File: src/rtl/uart_tx_arbiter.sv
// Round-robin arbiter sharing one 16-bit UART transmitter between three requesters.
// The transmitter reports nothing back, so each write is followed by a fixed guard time.
module uart_tx_arbiter #(
  parameter int unsigned HOLD_CLKS = 128
) (
  input  logic        clk,
  input  logic        reset,
  input  logic [2:0]  req,
  input  logic [15:0] data0,
  input  logic [15:0] data1,
  input  logic [15:0] data2,
  output logic [2:0]  ack,
  output logic [2:0]  done,
  output logic        busy,
  output logic [15:0] tx_data,
  output logic        tx_wr
);

  // Handshake: req[i] is a level held until the one-cycle ack[i]; dropping it before
  // it is sampled in IDLE withdraws the request. done[i] marks the end of its guard time.
  typedef enum logic [1:0] {S_FLUSH, S_IDLE, S_FIRE, S_HOLD} state_e;

  localparam logic [15:0] CNT_LAST = 16'(HOLD_CLKS - 1);

  state_e      state_q, state_d;
  logic [15:0] cnt_q, cnt_d;
  logic [1:0]  last_q, last_d;
  logic [2:0]  ack_q, ack_d;
  logic [2:0]  done_q, done_d;
  logic [15:0] tx_data_q, tx_data_d;
  logic        tx_wr_q, tx_wr_d;

  logic        win_valid;
  logic [1:0]  win;
  logic [15:0] win_data;

  // Scan order starts just after the last granted requester.
  always_comb begin
    win_valid = |req;
    unique case (last_q)
      2'd0:    win = req[1] ? 2'd1 : (req[2] ? 2'd2 : 2'd0);
      2'd1:    win = req[2] ? 2'd2 : (req[0] ? 2'd0 : 2'd1);
      default: win = req[0] ? 2'd0 : (req[1] ? 2'd1 : 2'd2);
    endcase
    unique case (win)
      2'd0:    win_data = data0;
      2'd1:    win_data = data1;
      default: win_data = data2;
    endcase
  end

  always_comb begin
    state_d   = state_q;
    cnt_d     = cnt_q;
    last_d    = last_q;
    ack_d     = 3'b000;
    done_d    = 3'b000;
    tx_wr_d   = 1'b0;
    tx_data_d = tx_data_q;
    unique case (state_q)
      S_FLUSH: begin
        if (cnt_q == CNT_LAST) begin
          cnt_d   = 16'd0;
          state_d = S_IDLE;
        end else begin
          cnt_d = cnt_q + 16'd1;
        end
      end
      S_IDLE: begin
        if (win_valid) begin
          tx_data_d = win_data;
          ack_d     = 3'b001 << win;
          last_d    = win;
          state_d   = S_FIRE;
        end
      end
      S_FIRE: begin
        tx_wr_d = 1'b1;
        cnt_d   = 16'd0;
        state_d = S_HOLD;
      end
      S_HOLD: begin
        if (cnt_q == CNT_LAST) begin
          done_d  = 3'b001 << last_q;
          cnt_d   = 16'd0;
          state_d = S_IDLE;
        end else begin
          cnt_d = cnt_q + 16'd1;
        end
      end
      default: state_d = S_FLUSH;
    endcase
  end

  always_ff @(posedge clk) begin
    if (reset) begin
      state_q   <= S_FLUSH;
      cnt_q     <= 16'd0;
      last_q    <= 2'd2;
      ack_q     <= 3'b000;
      done_q    <= 3'b000;
      tx_wr_q   <= 1'b0;
      tx_data_q <= 16'd0;
    end else begin
      state_q   <= state_d;
      cnt_q     <= cnt_d;
      last_q    <= last_d;
      ack_q     <= ack_d;
      done_q    <= done_d;
      tx_wr_q   <= tx_wr_d;
      tx_data_q <= tx_data_d;
    end
  end

  assign ack     = ack_q;
  assign done    = done_q;
  assign tx_wr   = tx_wr_q;
  assign tx_data = tx_data_q;
  assign busy    = (state_q != S_IDLE);

endmodule

File: config.mk
export PLATFORM = sky130hd
export DESIGN_NAME = uart_tx_arbiter
export DESIGN_NICKNAME = d
export VERILOG_FILES = /design/src/rtl/uart_tx_arbiter.sv
export SDC_FILE = /design/constraint.sdc
export NUM_CORES = 1
export LEC_CHECK = 0
export CAP_MARGIN = 20
export CORE_ASPECT_RATIO = 0.5
export CORE_UTILIZATION = 40
export CTS_CLUSTER_DIAMETER = 100
export DETAILED_ROUTE_END_ITERATION = 10
export GPL_ROUTABILITY_DRIVEN = 0
export PLACE_DENSITY = 0.72
export SLEW_MARGIN = 20
export SYNTH_ARGS = -nofsm -noshare
export SYNTH_HDL_FRONTEND = slang
export SYNTH_SLANG_ARGS = --single-unit
File: constraint.sdc
create_clock -name clk -period 7.1 [get_ports clk]
set_clock_uncertainty 0.2 [all_clocks]
set_input_delay 1.065 -clock clk [delete_from_list [all_inputs] [get_ports clk]]
set_output_delay 1.065 -clock clk [all_outputs]
set_load 0.01 [all_outputs]
### After elaboration in Yosys (flattened, before gate mapping)

Cells that the tools add are included.

* input port bits: 53
* output and inout port bits: 24
* logic and storage cells: 47
* register bits after elaboration: 43

* muxes and demuxes: 14
* equality and inequality tests: 9
* reduce and logical (&&, ||, !) cells: 10
* shift-type cells: 2
* add/subtract/negate cells: 1
* bitwise logic cells: 4

Operators by type and width (count)
* one-hot mux 16 bit (2 select lines): 2
* adder 16 x 1 -> 16 bit, second input constant: 1
* == test 16 x 7 -> 1 bit, second input constant: 1
* 2-to-1 mux 16 bit: 1
* 2-to-1 mux 2 bit: 7
* OR reduction 3 bit: 3
* == test 2 x 1 -> 1 bit, second input constant: 3
* logical NOT 2 bit: 3
* one-hot mux 2 bit (3 select lines): 1
* << shifter 1 x 2 -> 3 bit, first input constant: 2
* == test 2 bit, second input constant: 2
* inequality test 2 x 1 -> 1 bit, second input constant: 2
* NOT 1 bit: 4
* one-hot mux 2 bit (2 select lines): 1
* AND reduction 2 bit: 2
* 2-to-1 mux 1 bit: 2
* inequality test 2 bit, second input constant: 1
* nonzero test 2 bit: 1
* OR reduction 2 bit: 1

### Longest topological paths before layout

Gate-level depths: netlist of the first run.

* depth after elaboration: 5
* depth in mapped cells: 7
* depth with buffers taken out: 6

### Worst setup path before layout of the first run

OpenSTA, ideal clock, no wires.

* path type: in2reg
* start point: in req[2]
* end point: reg tx_data_q[10], in the netlist tx_data[10]
* stages: 5
* data required time: 6826 ps
* path slack: 4571 ps
* buffers on the path: 1
* library setup time: 74 ps
* data arrival time: 2255 ps
* path through: or3b_1 > a21oi_1 > clkbuf_1 > o21ai_0 > a31oi_1

* cells in the longest elaborated chain, start to end: 5
* elaborated cells on any way between the ends: 9
* those cells by class: 1 x eq/ne; 5 x mux; 3 x reduce/logical

Ends and longest elaborated chain
* start, declared: line 8 `input logic [2:0] req,`
* 2-to-1 mux 2 bit (2 in a row): line 41 `2'd0: win = req[1] ? 2'd1 : (req[2] ? 2'd2 : 2'd0);`
* one-hot mux 2 bit (2 select lines): line 40 `unique case (last_q)`
* == test 2 x 1 -> 1 bit / logical NOT 2 bit (equally long branches): line 45 `unique case (win)`
* one-hot mux 16 bit (2 select lines): line 45
* end signal, assigned: line 111 `tx_data_q <= tx_data_d;`
* end, declared: line 30 `logic [15:0] tx_data_q, tx_data_d;`

Several ways; a longest one is shown, not always the timed one.
A chain may end at the register's enable or synchronous reset.

### Worst setup path in the final report of the first run

* start point: reg state_q[1]
* end point: out busy

* cells in the longest elaborated chain, start to end: 1

Ends and longest elaborated chain
* start, declared: line 25 `state_e state_q, state_d;`
* start signal, assigned: line 105 `state_q <= state_d;`
* inequality test 2 x 1 -> 1 bit: line 119 `assign busy = (state_q != S_IDLE);`
* end, declared: line 14 `output logic busy,`

No other way between the ends.

==> results of run 1 <==
-- sequential cells by signal (all words and copies together) (netlist names) --
signal   count
done         3
last_q       2
tx_wr        1
state_q      2
tx_data     16
ack          3
cnt_q       16
-- per-stage QoR --
stage          area [um^2]  setup slack (ns)  utilization, %
2_1_floorplan         2180              4.57               -
3_3_place_gp          2960              3.61            58.2
3_5_place_dp          2960              3.56            58.2
4_1_cts               3050              3.79            59.9
5_1_grt               3060              3.62            60.1
6_report              3060              3.80            60.1
-- how the worst min path moves through the flow --
stage	startpoint	to	slack (ns)
floorplan	cnt_q[15]	cnt_q[15]	0.25
global placement	cnt_q[15]	cnt_q[15]	0.27
detailed placement	cnt_q[15]	cnt_q[15]	0.29
CTS	cnt_q[15]	cnt_q[15]	0.30
global route	cnt_q[15]	cnt_q[15]	0.32
finish	cnt_q[15]	cnt_q[15]	0.29
-- report_power, final --
group / total, uW / leakage (uW) / switching, uW / internal (uW)
Sequential: 321 / 0.000350 / 34.4 / 287
Combinational: 379 / 0.000676 / 202 / 176
Clock: 157 / 0.0000412 / 88.5 / 68.9
Total: 857 / 0.00107 / 325 / 532
-- tightest hold or removal path: cells and delay by family, from the launching register on --
kind            cells  cell delay, ns
flops               1            0.33
compound gates      2            0.13
-- Yosys cell counts, drive strengths merged (3+ instances only) --
cell type | count | area [um^2]
or4 | 9 | 75.1
a31oi | 21 | 131
a21oi | 28 | 140
o21bai | 16 | 120
and3 | 3 | 20.0
inv | 3 | 11.3
nor3b | 4 | 40.0
ha | 4 | 50.1
nand2 | 17 | 63.8
or3 | 3 | 18.8
nor2 | 9 | 33.8
dfxtp | 43 | 861
nand3 | 8 | 40.0
nor3 | 5 | 25.0
nor2b | 4 | 25.0
o21ai | 37 | 185
clkbuf | 21 | 78.8
nand4 | 4 | 25.0
-- cell families after synthesis --
logic type | count (synthesis) | synth area share (%)
AO/OA/AOI/OAI | 111 | 29.9
AND/OR/NAND/NOR | 83 | 23.0
flip-flops | 43 | 39.5
buffers and inverters | 24 | 4.13
adder cells (fa/ha/maj) | 4 | 2.30
XOR/XNOR | 3 | 1.21
-- metal layers --
metal / wire length (um) / part of all wire, % / GRT usage [%] / vias up
li1: - / - / - / 1120
met1: 2720 / 45 / 24.5 / 1078
met2: 2960 / 49 / 40.9 / 73
met3: 370 / 6.1 / 4.96 / 4
met4: 33 / 0.54 / 5.32 / 0
met5: 0 / 0 / 0 / -
-- final cells by class --
cell class	instances	area (um^2)	share of cell area (%)
inverters	3	11.3	0.368
flip-flops and latches	43	861	28.2
well taps	70	87.6	2.87
clock buffers	6	72.6	2.37
clock inverters	2	12.5	0.409
repair buffers	78	776	25.4
multi-input cells	201	1240	40.4
==> impl_table.tex, run 1 <==
\begin{tabular}{lr}
\hline
Metric & Value \\
\hline
\multicolumn{2}{l}{\textbf{Power}} \\
\quad Static leakage & about 0.0011 uW \\
\quad Worst IR drop on VDD & 0.114 mV \\
\quad Cell area power density & 280 nW/um\^{}2 \\
\quad Final Power & 857 uW \\
\multicolumn{2}{l}{\textbf{Synthesis}} \\
\quad Number of synthesized flops with an enable pin & 0 \\
\quad Number of unique standard cell types used by synthesis & 42 \\
\quad Syn\_nets & 325 \\
\quad Count of mapped cells out of synthesis & approximately 270 \\
\quad Prevailing post-synth register cell & sky130\_fd\_sc\_hd\_\_dfxtp\_1 \\
\quad FF+latch count, synth & between 40 and 50 \\
\quad Syn Area/Cell & between 8 and 9 um\^{}2 \\
\quad Sequential element share of the synthesized area & 39.5\% \\
\quad Number of warning messages in the yosys log & 0 \\
\quad Async set-or-reset flop fraction in the synthesized netlist & 0\% \\
\quad Area of the mapped netlist & 2180 um\^{}2 \\
\multicolumn{2}{l}{\textbf{Final layout}} \\
\quad Diodes inserted & 0 \\
\quad Commonest non-fill, non-tap cell in the layout & sky130\_fd\_sc\_hd\_\_clkdlybuf4s50\_1 \\
\quad Highest-count cells in the layout ignoring fill and taps & sky130\_fd\_sc\_hd\_\_clkdlybuf4s50\_1, sky130\_fd\_sc\_hd\_\_dfxtp\_1, sky130\_fd\_sc\_hd\_\_o21ai\_0, sky130\_fd\_sc\_hd\_\_a21oi\_1, sky130\_fd\_sc\_hd\_\_a31oi\_1 \\
\quad Fraction of layout cells with a size suffix above 1 & 5.71\% \\
\quad P\&R area growth vs syn & 40.2\% \\
\quad Number of inserted filler cells in the final layout & 473 \\
\quad Total Nets Final & just under 400 \\
\quad Number of cells in the finished layout apart from fillers & around 400 \\
\multicolumn{2}{l}{\textbf{Status}} \\
\quad Outcome & finished, final reports clean \\
\multicolumn{2}{l}{\textbf{Critical path}} \\
\quad Number of gates on the worst path with buffers counted & 4 \\
\quad Buffers and inverters on the worst path & 3 \\
\quad Register-to-register setup slack & between 4 and 5 ns \\
\quad CP required & 5.83 ns \\
\quad Critical path startpoint category & flip-flop \\
\quad Launching point of the worst reg2reg path & cnt\_q[10] \\
\quad Slowest-stage cell, CP & sky130\_fd\_sc\_hd\_\_ha\_1 \\
\quad List of cells traversed by the critical path & inv\_1 > ha\_1 > inv\_1 > clkdlybuf4s50\_1 \\
\quad Destination of the worst register-to-register timing path & cnt\_q[7] \\
\quad Kind of cell with the highest combined delay on the critical path & buffers and inverters \\
\quad Critical path peak fanout & 21 \\
\quad Worst stage delay on the critical path & $\sim$0.54 ns \\
\quad Launch point of the critical path & state\_q[1] \\
\quad Critical path data arrival time & roughly 2.0 ns \\
\quad Crit. End Element & primary output \\
\quad Crit Path Class & flip-flop to primary output \\
\quad Critical Path Sink & busy \\
\quad Count of cells along the worst register-to-register path & 4 \\
\quad Cell mode on critical path & sky130\_fd\_sc\_hd\_\_inv\_1 \\
\multicolumn{2}{l}{\textbf{Clock network}} \\
\quad CTS H-Tree Depth & 2 \\
\quad Maximum count of clock buffers along a single path & 2 \\
\quad Clock latency on the worst-skew pair & 0.30 ns \\
\quad Post-CTS clock slew at the launch and capture registers of the worst setup and hold paths & 0.08 ns \\
\quad CTS Root Buffer Type & sky130\_fd\_sc\_hd\_\_clkbuf\_8 \\
\quad Clock buffers created by TritonCTS & 5 \\
\quad Number of clock sinks seen by CTS & 43 \\
\quad Clock tree from TritonCTS & yes \\
\quad Hold-fix buffers, CTS & 0 \\
\quad Number of instances resized during post-cts repair & 0 \\
\quad Post-CTS setup-driven buffer insertion count & 0 \\
\multicolumn{2}{l}{\textbf{Timing}} \\
\quad Transition time at the pin with the least slew margin & slightly above 1 ns \\
\quad Setup repair after global routing missed its margin & no \\
\quad Number of slew-limit violations in the final report & 0 \\
\quad Crit path time final & 3.30 ns \\
\quad Final setup vio count & 0 \\
\quad Setup\_tns & 0 ns \\
\quad Worst Hold Slack & 0.294 ns \\
\quad Worst slew margin relative to its limit & 31.7\% \\
\quad Maximum clock frequency & 303 MHz \\
\quad Final hold viol count & 0 \\
\quad Final clock period utilization by the worst path & a little under half \\
\multicolumn{2}{l}{\textbf{GRT}} \\
\quad Global-route wire length before repair & approximately 9600 um \\
\quad Maximum number of pins on one net before global-route repair & 37 \\
\quad Via count of the first global-routing pass & 2130 \\
\quad Total routing resource utilization after global routing & 21.2\% \\
\quad Initial antenna violation count & 0 \\
\quad Congestion Overflow GR & 0 \\
\multicolumn{2}{l}{\textbf{Floorplanning}} \\
\quad Cell row count & 18 \\
\quad Top-Level Pins & 77 \\
\quad Total Die Area & 5770 um\^{}2 \\
\quad Overall die width & 106 um \\
\quad Chip Height & 54.2 um \\
\quad Total core area & 5090 um\^{}2 \\
\quad Starting density of the core & between 40\% and 50\% \\
\multicolumn{2}{l}{\textbf{Routing}} \\
\quad Detail-routed via count per cell & 5.65 \\
\quad Number of nets with antenna violations after detailed routing & 0 \\
\quad Length of the first detailed-routing pass in iterations & 4 \\
\quad Final routed wirelength across all metal layers & 6080 um \\
\quad Detailed-route wire length per cell & 15.1 um \\
\quad DRC Markers & 0 \\
\quad Vias after detailed routing & approximately 2300 \\
\quad Detailed Route Iter0 Violations & 75 \\
\multicolumn{2}{l}{\textbf{Placement}} \\
\quad Placed cell count & just under 400 \\
\quad Detailed Place HPWL & 4180 um \\
\quad Count of buffers inserted at the top-level ports & 76 \\
\multicolumn{2}{l}{\textbf{Min path}} \\
\quad Type of the most critical hold path & flip-flop to flip-flop \\
\quad Worst Hold Depth & 2 \\
\multicolumn{2}{l}{\textbf{Run}} \\
\quad Max-capacitance violation count & 0 \\
\hline
\end{tabular}
(Power assumes the default switching activity.)
==> run 2: changes to the inputs <==
- PLACE_DENSITY: 0.72 -> 0.75
- clock period: 7.1 -> 2.9 ns (I/O delays scaled with it)
==> run 2 against run 1 <==
Sequential share of layout area shrank 0.50 points. Critical path depth is the same. Critical path type unchanged. Highest routed layer unchanged. Setup slack lost 3.4 ns.
==> impl_table.tex, run 2 (synthesis results as in run 1) <==
\begin{tabular}{lr}
\hline
Metric & Value \\
\hline
\multicolumn{2}{l}{\textbf{Routing}} \\
\quad DRC Markers & 0 (unchanged) \\
\quad Length of the first detailed-routing pass in iterations & 4 (unchanged) \\
\quad Vias after detailed routing & 2267 (-0.35\%) \\
\quad Detailed Route Iter0 Violations & 65 (-13\%) \\
\quad Final routed wirelength across all metal layers & 6120 um (+0.69\%) \\
\quad Detail-routed via count per cell & 5.56 (-1.6\%) \\
\quad Number of nets with antenna violations after detailed routing & 0 (unchanged) \\
\quad Detailed-route wire length per cell & 15.0 um (-0.54\%) \\
\multicolumn{2}{l}{\textbf{Critical path}} \\
\quad Crit Path Class & flip-flop to primary output \\
\quad List of cells traversed by the critical path & inv\_1 > ha\_1 > inv\_1 > clkdlybuf4s50\_1 \\
\quad Destination of the worst register-to-register timing path & cnt\_q[7] \\
\quad Launching point of the worst reg2reg path & cnt\_q[10] \\
\quad Register-to-register setup slack & 0.52 ns (-4.01 ns) \\
\quad Slowest-stage cell, CP & sky130\_fd\_sc\_hd\_\_clkdlybuf4s50\_1 \\
\quad Count of cells along the worst register-to-register path & 5 (+1) \\
\quad Worst stage delay on the critical path & 0.57 ns (+0.03 ns) \\
\quad Critical path data arrival time & 1.82 ns (-0.21 ns) \\
\quad Critical path startpoint category & flip-flop \\
\quad Cell mode on critical path & sky130\_fd\_sc\_hd\_\_inv\_1 \\
\quad Crit. End Element & primary output \\
\quad CP required & 2.27 ns (-3.56 ns) \\
\quad Critical path peak fanout & 11 (-48\%) \\
\multicolumn{2}{l}{\textbf{Timing}} \\
\quad Worst Hold Slack & 0.276 ns (-0.0179 ns) \\
\quad Number of slew-limit violations in the final report & 0 (unchanged) \\
\quad Final setup vio count & 0 (unchanged) \\
\quad Crit path time final & 2.46 ns \\
\quad Transition time at the pin with the least slew margin & 0.676 ns (-0.335 ns) \\
\quad Maximum clock frequency & 407 MHz \\
\quad Final clock period utilization by the worst path & 84.7\% \\
\quad Worst setup margin & 0.444 ns (-3.36 ns) \\
\quad Setup\_tns & 0 ns (unchanged) \\
\quad Worst slew margin relative to its limit & 54.9\% (+23 points) \\
\quad Setup repair after global routing missed its margin & no \\
\quad Final hold viol count & 0 (unchanged) \\
\multicolumn{2}{l}{\textbf{Floorplanning}} \\
\quad Top-Level Pins & 77 (unchanged) \\
\quad Total core area & 5090 um\^{}2 (unchanged) \\
\quad Total Die Area & 5770 um\^{}2 (unchanged) \\
\quad Cell row count & 18 (unchanged) \\
\quad Chip Height & 54.2 um (unchanged) \\
\quad Overall die width & 106 um (unchanged) \\
\quad Starting density of the core & 42.8\% (unchanged) \\
\multicolumn{2}{l}{\textbf{GRT}} \\
\quad Initial antenna violation count & 0 (unchanged) \\
\quad Total routing resource utilization after global routing & 21.3\% (+0.12 points) \\
\quad Global-route wire length before repair & 9600 um (-0.44\%) \\
\quad Via count of the first global-routing pass & 2061 (-3.2\%) \\
\quad Maximum number of pins on one net before global-route repair & 22 (-41\%) \\
\quad Congestion Overflow GR & 0 (unchanged) \\
\multicolumn{2}{l}{\textbf{Clock network}} \\
\quad CTS Root Buffer Type & sky130\_fd\_sc\_hd\_\_clkbuf\_8 \\
\quad Post-CTS clock slew at the launch and capture registers of the worst setup and hold paths & 0.08 ns (about the same) \\
\quad Hold-fix buffers, CTS & 0 (unchanged) \\
\quad Number of instances resized during post-cts repair & 0 (unchanged) \\
\quad CTS H-Tree Depth & 2 (unchanged) \\
\quad Clock buffers created by TritonCTS & 5 (unchanged) \\
\quad Clock latency on the worst-skew pair & 0.29 ns (about the same) \\
\quad Maximum count of clock buffers along a single path & 2 (unchanged) \\
\quad Number of clock sinks seen by CTS & 43 (unchanged) \\
\quad Post-CTS setup-driven buffer insertion count & 0 (unchanged) \\
\quad Clock tree from TritonCTS & yes \\
\multicolumn{2}{l}{\textbf{Final layout}} \\
\quad Total Nets Final & 395 (+1.5\%) \\
\quad Commonest non-fill, non-tap cell in the layout & sky130\_fd\_sc\_hd\_\_clkdlybuf4s50\_1 \\
\quad Final design area excluding fillers & 3110 um\^{}2 (+1.8\%) \\
\quad P\&R area growth vs syn & 42.8\% \\
\quad Fraction of layout cells with a size suffix above 1 & 6.51\% (+0.80 points) \\
\quad Diodes inserted & 0 (unchanged) \\
\quad Highest-count cells in the layout ignoring fill and taps & sky130\_fd\_sc\_hd\_\_clkdlybuf4s50\_1, sky130\_fd\_sc\_hd\_\_dfxtp\_1, sky130\_fd\_sc\_hd\_\_o21ai\_0, sky130\_fd\_sc\_hd\_\_a21oi\_1, sky130\_fd\_sc\_hd\_\_a31oi\_1 \\
\multicolumn{2}{l}{\textbf{Run}} \\
\quad Max-capacitance violation count & 0 (unchanged) \\
\multicolumn{2}{l}{\textbf{Min path}} \\
\quad Worst min-delay path endpoint & cnt\_q[15] \\
\quad Worst min-delay path startpoint & cnt\_q[15] \\
\quad Worst Hold Depth & 2 (unchanged) \\
\quad Type of the most critical hold path & flip-flop to flip-flop \\
\multicolumn{2}{l}{\textbf{Status}} \\
\quad Outcome & finished, final reports clean \\
\multicolumn{2}{l}{\textbf{Placement}} \\
\quad Worst setup slack after placement & 0.517 ns (-3.04 ns) \\
\quad Count of buffers inserted at the top-level ports & 76 (unchanged) \\
\quad Detailed Place HPWL & 4370 um (+4.5\%) \\
\quad Post-placement cell area & 3010 um\^{}2 (+1.5\%) \\
\multicolumn{2}{l}{\textbf{Power}} \\
\quad Worst IR drop on VDD & 0.355 mV (+210\%) \\
\quad Cell area power density & 711 nW/um\^{}2 (+150\%) \\
\quad Static leakage & 0.00111 uW (+3.8\%) \\
\hline
\end{tabular}
[run 2: cell count changes in the layout (fill, tap and decap cells not counted)]
cell                         previous run  this run
sky130_fd_sc_hd__a21oi_1               26        28
sky130_fd_sc_hd__a21oi_2                2         0
sky130_fd_sc_hd__buf_4                  2         8
sky130_fd_sc_hd__bufinv_16              0         1
sky130_fd_sc_hd__clkinv_2               1         0
sky130_fd_sc_hd__clkinvlp_4             1         0
[run 2: how the worst max path moves through the flow]
| stage | start | endpoint | slack [ns] | cells after the start |
|---|---|---|---|---|
| after global placement | req[0] | tx_data[2] | 0.61 | 6 |
| after floorplan | cnt_q[10] | done[2] | 0.67 | 4 |
| final | state_q[1] | busy | 0.44 | 4 |
| after CTS | state_q[1] | busy | 0.46 | 4 |
| after detailed placement | req[0] | tx_data[8] | 0.52 | 6 |
| after global routing | state_q[1] | busy | 0.37 | 4 |
[run 2: routing by layer]
| metal | share of wire (%) | track usage [%] | vias to the layer above |
|---|---|---|---|
| li1 | - | - | 1132 |
| met1 | 44 | 24.5 | 1063 |
| met2 | 49 | 41.0 | 65 |
| met3 | 5.6 | 4.60 | 7 |
| met4 | 1.0 | 6.71 | 0 |
| met5 | 0 | 0 | - |
[run 2: stage by stage]
stage	power, uW	std cells	utilization [%]
after global placement	1740	401	59.1
after floorplan	1350	268	-
final	2210	408	61.1
after detailed placement	1760	401	59.1
after global routing	2350	408	61.1
after CTS	2220	408	61.1
[run 2: layout make-up]
cell class | instances | area, um^2
Fill cell | 456 | 1980
Multi-Input combinational cell | 201 | 1230
Sequential cell | 43 | 861
Timing Repair Buffer | 84 | 821
Tap cell | 70 | 87.6
Clock buffer | 6 | 72.6
Clock inverter | 1 | 30.0
Inverter | 3 | 11.3
[run 2: where the power goes]
part / leakage (uW) / switching (uW) / total (uW) / internal (uW)
clock network: 0.0000513 / 200 / 452 / 253
registers: 0.000350 / 88.0 / 790 / 702
logic: 0.000707 / 503 / 970 / 467
[run 2: worst max-delay path: cells and delay by family (launching register included)]
kind,cells,cell delay (ns)
flops,1,0.38
buf+inv,3,0.84
fa+ha+maj,1,0.31
